[config.mk]
export PLATFORM = sky130hd
export DESIGN_NAME = multi_counter
export DESIGN_NICKNAME = d
export VERILOG_FILES = /design/src/rtl/multi_counter.sv
export SDC_FILE = /design/constraint.sdc
export NUM_CORES = 1
export LEC_CHECK = 0
export CAP_MARGIN = 20
export CORE_MARGIN = 2
export CORE_UTILIZATION = 50
export DETAILED_ROUTE_END_ITERATION = 8
export HOLD_SLACK_MARGIN = 0.08
export PLACE_DENSITY = 0.78
export REMOVE_ABC_BUFFERS = 1
export SETUP_SLACK_MARGIN = 0.5
export SLEW_MARGIN = 20
export SYNTH_ARGS = -nofsm -noshare
export SYNTH_HDL_FRONTEND = slang
export SYNTH_SLANG_ARGS = --single-unit
[constraint.sdc]
create_clock -name clk -period 5.7 [get_ports clk]
set_input_delay 0.855 -clock clk [delete_from_list [all_inputs] [get_ports clk]]
set_output_delay 0.855 -clock clk [all_outputs]
set_load 0.005 [all_outputs]
[src/rtl/multi_counter.sv]
// NUM_CH loadable up/down counters sharing one prescaler tick, with free-run,
// auto-reload and one-shot modes and sticky maskable terminal-event flags.
module multi_counter #(
  parameter int WIDTH   = 8,
  parameter int NUM_CH  = 4,
  parameter int PRESC_W = 8
) (
  input  logic                      clk,
  input  logic                      rst_n,
  input  logic [PRESC_W-1:0]        prescale,
  input  logic [NUM_CH-1:0]         enable,
  input  logic [NUM_CH-1:0]         load,
  input  logic [NUM_CH*WIDTH-1:0]   load_value,
  input  logic [NUM_CH-1:0]         dir,
  input  logic [NUM_CH*2-1:0]       mode,
  input  logic [NUM_CH-1:0]         irq_mask,
  input  logic [NUM_CH-1:0]         irq_clr,
  output logic [NUM_CH*WIDTH-1:0]   count,
  output logic [NUM_CH-1:0]         pending,
  output logic [NUM_CH-1:0]         done,
  output logic                      irq
);

  typedef enum logic {RUN = 1'b0, EXPIRED = 1'b1} state_t;

  logic [PRESC_W-1:0] presc_cnt_q, presc_cnt_d;
  logic               tick;
  logic [WIDTH-1:0]   count_q  [NUM_CH];
  logic [WIDTH-1:0]   count_d  [NUM_CH];
  logic [WIDTH-1:0]   reload_q [NUM_CH];
  logic [WIDTH-1:0]   reload_d [NUM_CH];
  state_t             state_q  [NUM_CH];
  state_t             state_d  [NUM_CH];
  logic [NUM_CH-1:0]  pending_q, pending_d;
  logic               irq_q, irq_d;

  function automatic logic at_terminal(input logic [WIDTH-1:0] c, input logic up);
    return up ? (c == {WIDTH{1'b1}}) : (c == {WIDTH{1'b0}});
  endfunction

  // A shrunk prescale below the running count restarts the period instead of wrapping.
  always_comb begin
    tick = (presc_cnt_q == prescale);
    if (tick || (presc_cnt_q > prescale)) presc_cnt_d = '0;
    else                                  presc_cnt_d = presc_cnt_q + 1'b1;
  end

  always_comb begin
    for (int i = 0; i < NUM_CH; i++) begin
      count_d[i]   = count_q[i];
      reload_d[i]  = reload_q[i];
      state_d[i]   = state_q[i];
      pending_d[i] = pending_q[i] & ~irq_clr[i];
      if (load[i]) begin
        count_d[i]  = load_value[i*WIDTH +: WIDTH];
        reload_d[i] = load_value[i*WIDTH +: WIDTH];
        state_d[i]  = RUN;
      end else if (tick && enable[i] && (state_q[i] == RUN)) begin
        if (!at_terminal(count_q[i], dir[i])) begin
          count_d[i] = dir[i] ? count_q[i] + 1'b1 : count_q[i] - 1'b1;
        end else begin
          pending_d[i] = 1'b1;
          case (mode[i*2 +: 2])
            2'b01:   count_d[i] = reload_q[i];
            2'b10:   state_d[i] = EXPIRED;
            default: count_d[i] = dir[i] ? {WIDTH{1'b0}} : {WIDTH{1'b1}};
          endcase
        end
      end
    end
    irq_d = |(pending_q & irq_mask);
  end

  always_ff @(posedge clk or negedge rst_n) begin
    if (!rst_n) begin
      presc_cnt_q <= '0;
      pending_q   <= '0;
      irq_q       <= 1'b0;
      for (int i = 0; i < NUM_CH; i++) begin
        count_q[i]  <= '0;
        reload_q[i] <= '0;
        state_q[i]  <= RUN;
      end
    end else begin
      presc_cnt_q <= presc_cnt_d;
      pending_q   <= pending_d;
      irq_q       <= irq_d;
      for (int i = 0; i < NUM_CH; i++) begin
        count_q[i]  <= count_d[i];
        reload_q[i] <= reload_d[i];
        state_q[i]  <= state_d[i];
      end
    end
  end

  always_comb begin
    for (int i = 0; i < NUM_CH; i++) begin
      count[i*WIDTH +: WIDTH] = count_q[i];
      done[i]                 = (state_q[i] == EXPIRED);
    end
  end

  assign pending = pending_q;
  assign irq     = irq_q;

endmodule

Yosys cells after proc, flatten, opt, wreduce, memory -nomap -nowiden
Index checks and enable logic that the tools add are counted.
{"block": "word_totals", "reg_bits": 81, "wordCells": 146, "in_bits": 70, "output_inout_bits": 41}
{"block": "op_classes", "n_lt_le_gt_ge": 1, "n_eq_ne": 17, "muxes": 57, "n_bitwise": 13, "reduce_logical": 34, "add_sub_neg": 9}
{"cell": "$mux W8", "count": 21}
{"cell": "$pmux W8 S2", "count": 4}
{"cell": "$add A8 B1 Y8 const B", "count": 5}
{"cell": "$eq A8 B8 Y1 const B", "count": 4}
{"cell": "$logic_not A8 Y1", "count": 4}
{"cell": "$mux W1", "count": 32}
{"cell": "$sub A8 B1 Y8 const B", "count": 4}
{"cell": "$reduce_bool A2 Y1", "count": 12}
{"cell": "$ne A3 B3 Y1 const B", "count": 4}
{"cell": "$reduce_and A3 Y1", "count": 4}
{"cell": "$eq A2 B1 Y1 const B", "count": 4}
{"cell": "$eq A2 B2 Y1 const B", "count": 4}
{"cell": "$eq A8 B8 Y1", "count": 1}
{"cell": "$gt A8 B8 Y1", "count": 1}
{"cell": "$logic_and A1 B1 Y1", "count": 8}
{"cell": "$not A1 Y1", "count": 8}
{"cell": "$reduce_and A2 Y1", "count": 4}
{"cell": "$and A1 B1 Y1", "count": 4}
{"cell": "$and A4 B4 Y4", "count": 1}
{"cell": "$reduce_or A4 Y1", "count": 1}
{"cell": "$logic_or A1 B1 Y1", "count": 1}

Logic depth before layout (Yosys ltp)
Gate-level depths: netlist (run 1).
{"block": "depth", "word_depth": 5, "ltp_mapped": 9, "depth_no_buf": 8}

Least setup slack after synthesis (run 1)
OpenSTA, ideal clock, no wires.
{"block": "synth_timing", "path_kind": "input port to flip-flop", "startpoint": "input port dir[1]", "endpoint": "register count_q, in the netlist count[14]", "path_buffers": 0, "required_time_ps": 5575, "setup_ps": 125, "stages": 8, "arrival_time_ps": 2500, "setup_slack_ps": 3075, "path_cell_list": "inv_1 > fa_1 > a211oi_1 > o21bai_1 > a21oi_1 > xnor2_1 > a221o_1 > mux2_2"}
{"block": "synth_between", "elab_chain_len": 5, "elab_cells_between_ends": 9, "classes_between": "1 x eq/ne; 7 x mux; 1 x reduce/logical"}
{"item": "start, declared", "line_no": "14", "source": "input logic [NUM_CH-1:0] dir,"}
{"item": "$mux W8", "line_no": "66", "source": "default: count_d[i] = dir[i] ? {WIDTH{1'b0}} : {WIDTH{1'b1}};"}
{"item": "$pmux W8 S2", "line_no": "63", "source": "case (mode[i*2 +: 2])"}
{"item": "$mux W8", "line_no": "59", "source": "if (!at_terminal(count_q[i], dir[i])) begin"}
{"item": "$mux W8", "line_no": "58", "source": "end else if (tick && enable[i] && (state_q[i] == RUN)) begin"}
{"item": "$mux W8", "line_no": "54", "source": "if (load[i]) begin"}
{"item": "end signal, assigned by index", "line_no": "89", "source": "count_q[i] <= count_d[i];"}
{"item": "end, declared", "line_no": "28", "source": "logic [WIDTH-1:0] count_q [NUM_CH];"}
Several ways; a longest one is shown, not always the timed one. The select of a mux whose other input is x is not followed.
A chain may end at the register's enable or synchronous reset.

Worst setup path after layout (run 1)
{"block": "layout_timing", "startpoint": "input port prescale[3]", "endpoint": "register count_q, in the netlist count[1]"}
{"block": "layout_between", "elab_chain_len": 5}
{"item": "start, declared", "line_no": "10", "source": "input logic [PRESC_W-1:0] prescale,"}
{"item": "$eq A8 B8 Y1", "line_no": "43", "source": "tick = (presc_cnt_q == prescale);"}
{"item": "$logic_and A1 B1 Y1 (2 in series)", "line_no": "58"}
{"item": "$reduce_bool A2 Y1 (no source line)"}
{"item": "$reduce_and A2 Y1 (no source line)"}
Every way passes these cells.

==> key figures, run 1 <==
Run status
  – Outcome: finished, final reports clean

Synthesis
  – Area contributors post-synth: dfrtp_1 (38%), ha_1 (7.7%), nor2_1 (4.1%), inv_1 (3.6%), mux2_2 (3.6%)
  – Most frequent cell after synthesis: dfrtp_1
  – Seq cells post-synth: 81
  – Post-Synthesis Cells: 604
  – Post-synth top flop: dfrtp_1
  – Post-synthesis adder-cell area fraction: 9.171%
  – Area fraction in compound gates after synthesis: 24.02%
  – Async SR Flop Fraction: 100.0%
  – Simple-gate share of the synthesized area: 14.94%
  – Post-synthesis sequential area ratio: 37.71%
  – Combinational family with the most area after synthesis: compound AO/OA/AOI/OAI gates
  – Post-synth EDFFs: 0
  – Xor/xnor share of the synthesized area: 4.562%
  – Synth warn: 0
  – Distinct cells, synth: 60
  – Mapped Area: 5375 um^2
  – Top cell type's share of synthesized area: 37.71%
  – Dominant cell type by area after synthesis: dfrtp_1
  – Top cells by count, synth: dfrtp_1 (81), nor2_1 (59), inv_1 (51)
  – Mux cell area share after synthesis: 4.120%
  – Synth Area per Inst: 8.899 um^2

Layout
  – Diodes inserted: 0
  – Final instance area: 6774 um^2
  – Multi-input gate area: 3054 um^2
  – FF+latch area: 2027 um^2
  – Synth-to-Final Area Change: 26.02%
  – Fillers: 867
  – Layout cells sized above 1: 5.382%
  – Nets: 808

Global routing
  – Largest net degree at the start of global routing: 82
  – Overall Global Routing Usage: 24.46%
  – GRT overflow: 0
  – First-pass GRT wire length: 22.98 mm
  – Initial antenna violation count: 0
  – Number of global-route vias before repair: 4786

Clock tree
  – # clock sinks: 81
  – PostCTS Resize Cnt: 0
  – H-tree depth: 3
  – Clk root buf: clkbuf_8
  – Clock Latency Late Sink: 0.36 ns
  – Clk buf depth: 2
  – Worst-path clk slew: 0.09 ns
  – CTS buffer count: 9
  – Setup Buffers After CTS: 0
  – CTS tree: yes
  – CTS Hold Bufs: 0

STA
  – Relative max-transition margin: 33.04%
  – Minimum clock period: 3.310 ns
  – Final Hold Fails: 0
  – Final Max Slew Viols: 0
  – Worst Hold Slack: 0.5118 ns
  – Maximum clock frequency: 302.1 MHz
  – RSZ-0062 raised after global routing: no
  – Setup slack after layout: 2.390 ns
  – Worst clock skew: 0.01056 ns
  – Final setup viols: 0
  – Final TNS setup: 0 ns
  – Slew of the pin with the lowest slew margin: 1.004 ns
  – Crit share post-route: 58.07%

Job
  – Max-cap violations: 0

Routing
  – Drt initial violations: 244
  – Via count: 4924
  – DR WL/cell: 16.09 um
  – Drt pass-1 iters: 4
  – Total Wirelength: 13.55 mm
  – DRC: 0
  – Antenna viol nets, final: 0
  – Drt via density: 5.848

Placement
  – Final Wtd Congestion: 0.8937
  – Final HPWL from detailed placement: 10.05 mm
  – PortBufs: 110
  – Dpl cell area: 6541 um^2
  – Pre-CTS setup slack: 2.023 ns

Worst setup path
  – Setup crit end kind: register
  – Setup CP Type: input port to register
  – Type of origin of the critical path: input port
  – Critical path arrival: 3.56 ns
  – Critical-path maximum fanout: 14
  – Max stage delay on crit path: 0.82 ns
  – CP max-delay cell: a21oi_1
  – WP data required: 5.95 ns
  – R2R Setup Slk: 2.94 ns
  – Crit path cell chain: clkdlybuf4s50_1, inv_1, ha_1, nand4_1, nor2_1, a31oi_1, a21oi_1, o311ai_1, o21a_1

Pwr
  – PD cells: 315.9 nW/um^2
  – Leakage: 2.883 nW
  – Final Power: 0.002140 W
  – Peak supply drop: 0.1658 mV

Die
  – Initial Utilization: 51.83%
  – Core area: 10370 um^2
  – Top Ports: 111
  – Die Y: 107.7 um
  – Die area: 11600 um^2
  – Die Width: 107.7 um
  – Rows: 37

Worst hold path
  – Type of the most critical hold path: register to register
cell type report:
class                      count  area share [%]
tap                          136           2.512
timing repair buffer         110           16.27
sequential                    81           29.92
multi-input combinational    448           45.09
clock buffer                  10           2.032
inverter                      51           2.826
clock inverter                 6           1.348
power breakdown:
group          internal [W]  switching [W]  leakage [nW]
Clock              0.000260       0.000215         0.116
Combinational      0.000449       0.000406          1.78
Sequential         0.000675       0.000135         0.987
Total               0.00138       0.000756          2.88
routing by layer:
metal  global-route usage, %  part of all wire, %  up-vias
met5                       0                    0        -
met4                   6.777                  1.4        0
met3                   4.116                  5.7       18
met2                   38.99                   46      158
met1                   34.47                   47     2353
li1                        -                    -     2395
worst max-delay path: cells and delay by family:
family	cells	cell delay, ns
AOI/OAI and AO/OA	4	1.36
adders and majority gates	1	0.29
buffers and inverters	2	0.51
and+or+nand+nor	2	0.55
metrics by stage:
stage | instances | utilization, %
after floorplan | 580 | -
after global placement | 826 | 63.08
after detailed placement | 826 | 63.08
after global routing | 842 | 65.32
final | 842 | 65.32
after CTS | 842 | 65.29
state kept, by name, indices dropped and copies added, names as in the netlist:
name and cells:
presc_cnt_q 8, done 4, reload_q 32, pending 4
irq 1, count 32
logic make-up (layout without fill, tap and decap cells):
kind of cell,Yosys count,count (layout)
compound gates,195,195
xor+xnor,28,28
fa+ha+maj,37,37
buf+inv,75,177
flops,81,81
mux,20,20
simple gates,168,168
worst paths after layout:
path                                          start  cells past startpoint                        to
setup / recovery                        prescale[3]                      9      count[1]$_DFFE_PN0P_
min in group asynchronous                     rst_n                      1  reload_q[22]$_DFFE_PN0P_
setup reg to reg           presc_cnt_q[3]$_DFF_PN0_                      7      count[1]$_DFFE_PN0P_
hold reg to reg            reload_q[14]$_DFFE_PN0P_                      1  reload_q[14]$_DFFE_PN0P_
max in group asynchronous                     rst_n                      1  reload_q[23]$_DFFE_PN0P_
hold / removal             reload_q[14]$_DFFE_PN0P_                      1  reload_q[14]$_DFFE_PN0P_
cells in the final DEF (no fill, tap or decap), types with 3 or more instances in the layout:
cell and count:
o21ai_1 9, or3_1 3, a2111oi_0 4, o21ai_0 36, nor4_1 6, o32ai_1 4
fa_1 4, clkdlybuf4s50_1 109, o211ai_1 5, inv_1 51, a21oi_1 38, mux2i_1 3
nor2_1 59, a211oi_1 24, ha_1 33, a21o_1 12, nand4_1 9, nand3_1 16
dfrtp_1 81, o21a_1 5, nand2_1 36, and3_1 3, a22oi_1 3, xor2_1 11
clkbuf_8 10, mux2_2 17, nor2b_1 7, clkinv_4 3, xnor2_1 17, o31ai_1 7
a31oi_1 12, nor3_1 16, o21bai_1 8, o31a_1 5, or2_1 3, o311ai_1 5
Power figures use the tool's default switching activity.
==> inputs of run 2 (changes only) <==
--- a/config.mk
+++ b/config.mk
@@ -7,10 +7,10 @@
 export LEC_CHECK = 0
 export CAP_MARGIN = 20
 export CORE_MARGIN = 2
-export CORE_UTILIZATION = 50
+export CORE_UTILIZATION = 47
 export DETAILED_ROUTE_END_ITERATION = 8
 export HOLD_SLACK_MARGIN = 0.08
-export PLACE_DENSITY = 0.78
+export PLACE_DENSITY = 0.77
 export REMOVE_ABC_BUFFERS = 1
 export SETUP_SLACK_MARGIN = 0.5
 export SLEW_MARGIN = 20
==> constraint.sdc (replaced) <==
create_clock -name clk -period 2.8 [get_ports clk]
set_input_delay 0.42 -clock clk [delete_from_list [all_inputs] [get_ports clk]]
set_output_delay 0.42 -clock clk [all_outputs]
set_load 0.005 [all_outputs]
==> key figures, run 2 (synthesized netlist as in run 1, its figures left out) <==
Run status
  – Outcome: finished, final reports clean

Placement
  – PortBufs: 110 (unchanged)
  – Pre-CTS setup slack: -0.1042 ns (-2.127 ns)
  – Final HPWL from detailed placement: 10.83 mm (+7.8%)
  – Final Wtd Congestion: 0.9003 (+0.74%)

Worst setup path
  – Setup crit start: prescale[5]
  – WP data required: 3.03 ns (-2.92 ns)
  – Setup CP Type: input port to register
  – Worst r2r src: count[12]$_DFFE_PN0P_
  – Type of origin of the critical path: input port
  – Critical-path maximum fanout: 6 (-8)
  – Setup crit end kind: register
  – Critical path arrival: 2.48 ns (-1.08 ns)

Global routing
  – Number of global-route vias before repair: 5202 (+8.7%)
  – First-pass GRT wire length: 24.38 mm (+6.1%)
  – Initial antenna violation count: 0 (unchanged)
  – GRT overflow: 0 (unchanged)
  – Overall Global Routing Usage: 24.14% (-0.32 points)
  – Largest net degree at the start of global routing: 44 (-46%)

Routing
  – DR WL/cell: 16.73 um (+4.0%)
  – Total Wirelength: 14.81 mm (+9.3%)
  – Drt pass-1 iters: 5 (+1)
  – Antenna viol nets, final: 0 (unchanged)
  – Drt initial violations: 386 (+58%)
  – Via count: 5239 (+6.4%)
  – DRC: 0 (unchanged)
  – Drt via density: 5.920 (+1.2%)

Layout
  – Layout cells sized above 1: 13.21% (+7.8 points)
  – Synth-to-Final Area Change: 35.68%
  – Diodes inserted: 0 (unchanged)
  – Most frequent cells in the layout: clkdlybuf4s50_1 (105), dfrtp_1 (79), nor2_1 (58)
  – Nets: 844 (+4.5%)
  – Most common cell after layout, fill and taps aside: clkdlybuf4s50_1

Clock tree
  – Clk buf depth: 2 (unchanged)
  – CTS tree: yes
  – Worst-path clk slew: 0.06 ns (-0.03 ns)
  – H-tree depth: 3 (unchanged)
  – Clk root buf: clkbuf_16
  – CTS Hold Bufs: 0 (unchanged)
  – # clock sinks: 81 (unchanged)
  – CTS buffer count: 9 (unchanged)
  – Clock Latency Late Sink: 0.34 ns (-0.02 ns)

STA
  – Final setup viols: 0 (unchanged)
  – Final Max Slew Viols: 0 (unchanged)
  – Minimum clock period: 2.253 ns
  – Maximum clock frequency: 443.9 MHz
  – Worst clock skew: 0.005484 ns (-0.005080 ns)
  – Slew of the pin with the lowest slew margin: 0.6178 ns (-0.3866 ns)
  – Final Hold Fails: 0 (unchanged)
  – Relative max-transition margin: 58.66% (+26 points)
  – Crit share post-route: 80.46%
  – RSZ-0062 raised after global routing: yes
  – Setup slack after layout: 0.5470 ns (-1.843 ns)

Pwr
  – Peak supply drop: 0.4781 mV (+190%)
  – PD cells: 672.0 nW/um^2 (+110%)
  – Leakage: 3.147 nW (+9.2%)
  – Final Power: 0.004901 W (+130%)

Die
  – Rows: 39 (+5.4%)
  – Top Ports: 111 (unchanged)
  – Die area: 12310 um^2 (+6.1%)
  – Initial Utilization: 47.69% (-4.1 points)
  – Core area: 11270 um^2 (+8.7%)
  – Die Y: 110.9 um (+3.0%)
  – Die Width: 110.9 um (+3.0%)

Worst hold path
  – Type of the most critical hold path: input port to asynchronous set/reset pin

Job
  – Max-cap violations: 0 (unchanged)
-- run 2: worst paths after layout --
check / endpoint / slack [ns] / depth (start not counted)
worst max-delay path: count[14]$_DFFE_PN0P_ / 0.55 / 10
worst min register to register: pending[0]$_DFF_PN0_ / 0.51 / 1
worst max register to register: count[14]$_DFFE_PN0P_ / 0.56 / 6
min in group clk: pending[0]$_DFF_PN0_ / 0.51 / 1
max in group asynchronous: count[7]$_DFFE_PN0P_ / 2.02 / 2
worst min-delay path: count[27]$_DFFE_PN0P_ / 0.06 / 1
-- run 2: through the flow --
step,setup TNS (ns),hold slack [ns],cell area (um^2),utilization [%],std cells
global placement,-0.1864,0.4382,6775,60.11,863
CTS,0,0.08292,7199,63.87,880
global route,0,0.1114,7293,64.70,885
floorplan,0,0.1244,5273,-,580
detailed placement,-0.6038,0.4528,6775,60.11,863
finish,0,0.05856,7293,64.70,885
-- run 2: where the power goes --
part | leakage [nW] | switching, W | total [W] | internal, W
sequential | 0.984 | 0.000279 | 0.00166 | 0.00138
clock | 0.172 | 0.000474 | 0.00136 | 0.000891
combinational | 1.99 | 0.000892 | 0.00188 | 0.000989
total | 3.15 | 0.00164 | 0.00490 | 0.00326
-- run 2: cell type report --
class                           count  area [um^2]
Fill cell                         917         3979
Inverter                           51        196.4
Clock inverter                      6        105.1
Multi-Input combinational cell    449         3177
Clock buffer                       10        239.0
Sequential cell                    81         2029
Tap cell                          143        178.9
Timing Repair Buffer              145         1368
-- run 2: repair_timing --
item | CTS | global route
cloned | 0 | 1
setup endpoints to repair | 24 | 31
gates resized for setup | 24 | 14
pin swaps | 3 | 8
setup buffers | 1 | 4
-- run 2: per-layer routing --
metal,GRT usage (%),vias to the layer above,routed length (um)
met4,8.583,0,247
met5,0,-,0
met1,30.73,2539,6390
met3,5.577,26,1031
li1,-,2480,-
met2,40.41,194,7137
-- run 2: critical path, stage by stage --
cell and delay (ns):
clkdlybuf4s50_1 0.45, inv_1 0.05, ha_1 0.29, nand4_1 0.14, buf_4 0.18, buf_4 0.14, nor4b_4 0.24, buf_4 0.19
a21oi_4 0.09, mux2_2 0.28
==> inputs of run 3 (changes only) <==
--- a/config.mk
+++ b/config.mk
@@ -7,10 +7,10 @@
 export LEC_CHECK = 0
 export CAP_MARGIN = 20
 export CORE_MARGIN = 2
-export CORE_UTILIZATION = 47
+export CORE_UTILIZATION = 50
 export DETAILED_ROUTE_END_ITERATION = 8
 export HOLD_SLACK_MARGIN = 0.08
-export PLACE_DENSITY = 0.77
+export PLACE_DENSITY = 0.78
 export REMOVE_ABC_BUFFERS = 1
 export SETUP_SLACK_MARGIN = 0.5
 export SLEW_MARGIN = 20
==> constraint.sdc (replaced) <==
create_clock -name clk -period 2.3 [get_ports clk]
set_input_delay 0.345 -clock clk [delete_from_list [all_inputs] [get_ports clk]]
set_output_delay 0.345 -clock clk [all_outputs]
set_load 0.005 [all_outputs]
==> key figures, run 3 (synthesized netlist as in run 1, its figures left out) <==
Run status
  – Outcome: finished, final reports clean

Layout
  – Most frequent cells in the layout: buf_4 (130), clkdlybuf4s50_1 (95), dfrtp_1 (71)
  – Layout cells sized above 1: 30.86% (+18 points)
  – Nets: 951 (+13%)
  – Diodes inserted: 0 (unchanged)
  – Multi-input gate area: 3533 um^2 (+11%)
  – Fillers: 644 (-30%)
  – FF+latch area: 2039 um^2 (+0.49%)
  – Post-Route Utilization: 80.78% (+16 points)
  – Most common cell after layout, fill and taps aside: buf_4
  – Layout Cells excl Fill: 985 (+11%)
  – Synth-to-Final Area Change: 55.84%
  – Final instance area: 8377 um^2 (+15%)

Global routing
  – Number of global-route vias before repair: 6009 (+16%)
  – GRT overflow: 0 (unchanged)
  – Initial antenna violation count: 0 (unchanged)
  – Overall Global Routing Usage: 30.59% (+6.5 points)
  – First-pass GRT wire length: 28.31 mm (+16%)
  – Largest net degree at the start of global routing: 43 (-2.3%)

STA
  – Worst Hold Slack: 0.5026 ns (+0.4441 ns)
  – Slew of the pin with the lowest slew margin: 0.6312 ns (+0.01344 ns)
  – Crit share post-route: 92.57%
  – RSZ-0062 raised after global routing: yes
  – Setup slack after layout: 0.1708 ns (-0.3762 ns)
  – Relative max-transition margin: 57.76% (-0.90 points)
  – Maximum clock frequency: 469.7 MHz
  – Minimum clock period: 2.129 ns
  – Final setup viols: 0 (unchanged)
  – Final Max Slew Viols: 0 (unchanged)
  – Final Hold Fails: 0 (unchanged)
  – Worst clock skew: 0.01153 ns (+0.006048 ns)

Routing
  – DR WL/cell: 18.12 um (+8.3%)
  – Drt initial violations: 378 (-2.1%)
  – Drt via density: 5.945 (+0.43%)
  – DRC: 0 (unchanged)
  – Antenna viol nets, final: 0 (unchanged)
  – Drt pass-1 iters: 5 (unchanged)
  – Total Wirelength: 17.85 mm (+21%)
  – Via count: 5856 (+12%)

Placement
  – Final HPWL from detailed placement: 11.77 mm (+8.7%)
  – Dpl cell area: 7282 um^2 (+7.5%)
  – PortBufs: 110 (unchanged)
  – Pre-CTS setup slack: -0.3852 ns (-0.2811 ns)
  – Final Wtd Congestion: 0.8845 (-1.8%)
  – Placed Cells: 923 (+7.0%)

Die
  – Top Ports: 111 (unchanged)
  – Core area: 10370 um^2 (-8.0%)
  – Die area: 11600 um^2 (-5.8%)
  – Die Y: 107.7 um (-2.9%)
  – Initial Utilization: 51.83% (+4.1 points)
  – Rows: 37 (-5.1%)
  – Die Width: 107.7 um (-2.9%)

Clock tree
  – Clk root buf: clkbuf_8
  – CTS tree: yes
  – Worst-path clk slew: 0.09 ns (+0.03 ns)
  – Clk buf depth: 2 (unchanged)
  – CTS buffer count: 9 (unchanged)
  – H-tree depth: 3 (unchanged)
  – Clock Latency Late Sink: 0.36 ns (+0.02 ns)
  – # clock sinks: 81 (unchanged)

Worst setup path
  – Setup CP Type: register to register
  – Reg-to-Reg End: count[1]$_DFFE_PN0P_
  – Type of origin of the critical path: register
  – Setup crit end kind: register
  – WP data required: 2.55 ns (-0.48 ns)
  – Critical path arrival: 2.38 ns (-0.10 ns)
  – Worst Reg-to-Reg Cells: 10 (+4)
  – Critical-path maximum fanout: 5 (-1)
  – Worst r2r src: presc_cnt_q[6]$_DFF_PN0_
  – R2R Setup Slk: 0.17 ns (-0.39 ns)

Pwr
  – Leakage: 3.659 nW (+16%)
  – Sequential Power Share: 31.1% (-2.7 points)
  – Net Sw Frac: 36.35% (+2.8 points)
  – Logic gate share of total power: 51.5% (+13 points)
  – Int Power: 0.004098 W (+26%)
  – Peak supply drop: 0.4630 mV (-3.2%)
  – Clk pwr share: 17.4% (-10 points)
  – Psw: 0.002341 W (+42%)
  – PD cells: 768.7 nW/um^2 (+14%)

Job
  – Max-cap violations: 0 (unchanged)

Worst hold path
  – Type of the most critical hold path: input port to asynchronous set/reset pin
run 3: cell count changes in the layout (fill, tap and decap cells not counted), moves of 9 or more:
cell,before,now
clkdlybuf4s50_1,105,95
clkbuf_16,9,0
clkbuf_8,1,12
nor2_1,58,44
ha_4,0,13
buf_4,34,130
ha_1,33,20
run 3: cell type report:
class                           instances  share of cell area (%)
Multi-Input combinational cell        448                   42.18
Timing Repair Buffer                  253                   26.53
Sequential cell                        81                   24.35
Inverter                               51                   2.345
Tap cell                              136                   2.031
Clock buffer                           13                   2.016
Clock inverter                          3                  0.5527
run 3: how the worst max path moves through the flow:
| stage | startpoint | slack, ns | end |
|---|---|---|---|
| finish | presc_cnt_q[6]$_DFF_PN0_ | 0.17 | count[1]$_DFFE_PN0P_ |
| global route | presc_cnt_q[5]$_DFF_PN0_ | 0.03 | count[25]$_DFFE_PN0P_ |
| CTS | count[9]$_DFFE_PN0P_ | 0.21 | count[14]$_DFFE_PN0P_ |
| detailed placement | dir[3] | -0.39 | count[31]$_DFFE_PN0P_ |
| global placement | dir[1] | -0.32 | count[14]$_DFFE_PN0P_ |
| floorplan | count[11]$_DFFE_PN0P_ | 0.005 | count[14]$_DFFE_PN0P_ |
run 3: power groups by stage:
stage | logic (W) | clock network, W | registers [W]
2_1_floorplan | 0.00135 | 0 | 0.00195
3_3_place_gp | 0.00241 | 0 | 0.00199
3_5_place_dp | 0.00249 | 0 | 0.00201
4_1_cts | 0.00299 | 0.00114 | 0.00196
5_1_grt | 0.00359 | 0.00121 | 0.00203
6_report | 0.00332 | 0.00112 | 0.00200
run 3: repair_timing:
| action | in CTS | in global routing |
|---|---|---|
| buffers inserted | 31 | 12 |
| endpoints found under the hold margin | 39 | 0 |
| endpoints found under the setup margin | 46 | 55 |
| resized for setup | 84 | 43 |
| hold buffers | 1 | 0 |
| pin swaps | 47 | 21 |
| cloned | 2 | 0 |
run 3: per-stage QoR:
step | TNS (ns) | total power, W
5_1_grt | 0 | 0.006827
3_3_place_gp | -5.333 | 0.004400
6_report | 0 | 0.006439
2_1_floorplan | 0 | 0.003302
3_5_place_dp | -6.913 | 0.004505
4_1_cts | 0 | 0.006096
run 3: critical path, cell delays in order, from the launching register on:
cell      delay (ns)
dfrtp_1         0.42
ha_4            0.29
nand4_1         0.19
nor2_2          0.21
buf_4           0.14
buf_6           0.11
a31oi_4         0.11
a21oi_4         0.19
buf_6           0.15
o311ai_2        0.09
o21a_1          0.13
run 3: per-layer routing:
| metal | track usage (%) | up-vias | routed length, um |
|---|---|---|---|
| met4 | 11.63 | 0 | 521 |
| met2 | 52.79 | 270 | 8976 |
| met1 | 38.22 | 2847 | 7259 |
| met5 | 0 | - | 0 |
| li1 | - | 2685 | - |
| met3 | 5.206 | 54 | 1095 |
==> patch (settings of run 3) <==
The output `irq` loses its register stage (`irq_q` becomes a continuous assignment).
--- a/src/rtl/multi_counter.sv
+++ b/src/rtl/multi_counter.sv
@@ -75,7 +75,6 @@
     if (!rst_n) begin
       presc_cnt_q <= '0;
       pending_q   <= '0;
-      irq_q       <= 1'b0;
       for (int i = 0; i < NUM_CH; i++) begin
         count_q[i]  <= '0;
         reload_q[i] <= '0;
@@ -84,7 +83,6 @@
     end else begin
       presc_cnt_q <= presc_cnt_d;
       pending_q   <= pending_d;
-      irq_q       <= irq_d;
       for (int i = 0; i < NUM_CH; i++) begin
         count_q[i]  <= count_d[i];
         reload_q[i] <= reload_d[i];
@@ -92,6 +90,8 @@
       end
     end
   end
+
+  assign irq_q = irq_d;
 
   always_comb begin
     for (int i = 0; i < NUM_CH; i++) begin
Behaviour: not the same (a bounded check fails within 4 cycles, from zero or initial values and one cycle with rst_n low).
==> patch against run 3 <==
Combinational power grew 32%. Final area grew 11%. Sequential cell count shrank 1. Synthesized area rose by 1.8%. Critical path depth unchanged. Setup slack worse by 0.098 ns. Final cell count is 3.4% higher. Sequential share of layout area fell by 2.6 points. Wire length up 24%. Die area grew 1.7%. Power up 16%. Critical endpoint is now count[4]$_DFFE_PN0P_. Largest cell class unchanged.
==> patch: results (changes against run 3) <==
* Area of the multi-input gates at 4120 sq um (+17%)
* Share of cells above drive strength 1 at 0.419 (+0.111)
* GRT Util Overall at 0.332 (+0.0262)
* Final RePlAce weighted congestion at 0.927 (+4.8%)
* Most frequent cells after synthesis: 80 x dfrtp_1, 54 x nor2_1, 50 x inv_1
* Hold WS at 0.515 ns (+0.0121 ns)
* Register area share after synthesis at 0.366 (-0.0113)
* Dpl cell area at 7440 sq um (+2.2%)
* Synth Area in Adders at 0.0901 (-0.00164)
* Post-Place Worst Slack at -0.474 ns (-0.0884 ns)
* Unique masters post-synth at 65 (+8.3%)
* DRT iter0 DRCs at 525 (+39%)
* Compound-Gate Fraction of Synth Area at 0.221 (-0.0194)
* Dpl cells at 929 (+0.65%)
* FILL cells at 498 (-23%)
* RR Endpoint: count[4]$_DFFE_PN0P_
* DP HPWL at 11,900 um (+0.93%)
* Routed wl met3 at 1640 um (+50%)
* Largest net degree at the start of global routing at 45 (+4.7%)
* Vias per cell at 6.31 (+6.1%)
* Status: finished clean
* LEAKAGE at 4.08 nW (+12%)
* Worst IR Drop VDD at 0.000643 V (+39%)
* Period minus WS final at 2.23 ns (+0.0983 ns)
* Drt wl/cell at 21.8 um (+20%)
* Post-synthesis cell count at 601 (-0.50%)
* Nets at 981 (+3.2%)
* Met1 WL at 8210 um (+13%)
* Top post-synthesis cells by area: dfrtp_1 37%, ha_1 7.5%, mux2_2 4.9%
* Final WL at 22,200 um (+24%)
patch: changes by cell type in the layout (fill, tap and decap cells not counted), moves of 8 or more:
cell / delta
nand2_1: -8
dfrtp_2: +9
buf_6: +22
dfrtp_1: -10
mux2_4: +11
o21ai_1: -9
patch: area by class of cell:
cell class,count,area share
inverters,50,0.0212
flip-flops and latches,80,0.217
clock buffers,12,0.0156
repair buffers,284,0.281
multi-input cells,449,0.442
well taps,140,0.0188
clock inverters,3,0.00456
patch: what timing repair did:
action,in CTS,in global routing
cloned,3,0
buffers inserted,44,26
hold buffers,1,0
endpoints found under the hold margin,43,0
pin swaps,60,49
endpoints found under the setup margin,50,53
gates resized for setup,170,80
patch: per-layer routing:
metal	GRT usage	vias to the layer above
met4	0.126	0
li1	-	2750
met1	0.409	3141
met3	0.0520	128
met5	0.0134	-
met2	0.584	401
patch: worst max-delay path by stage:
stage | from | endpoint | depth (start not counted)
floorplan | count[28]$_DFFE_PN0P_ | count[24]$_DFFE_PN0P_ | 5
global placement | dir[1] | count[15]$_DFFE_PN0P_ | 10
detailed placement | dir[1] | count[15]$_DFFE_PN0P_ | 10
CTS | count[9]$_DFFE_PN0P_ | count[15]$_DFFE_PN0P_ | 8
global route | count[11]$_DFFE_PN0P_ | count[15]$_DFFE_PN0P_ | 9
finish | presc_cnt_q[3]$_DFF_PN0_ | count[4]$_DFFE_PN0P_ | 10
patch: worst max-delay path: stages (launching register included):
cell and delay (ns):
dfrtp_2 0.44, ha_4 0.29, nand4_1 0.17, buf_6 0.19
buf_12 0.12, nor4b_4 0.20, buf_4 0.17, o22a_4 0.20
buf_12 0.15, o211ai_1 0.09, o21a_1 0.12
patch: power by group:
group          internal, mW  total [mW]  switching [mW]
Clock                 0.526        1.06           0.529
Combinational          2.40        4.37            1.96
Sequential             1.70        2.05           0.354
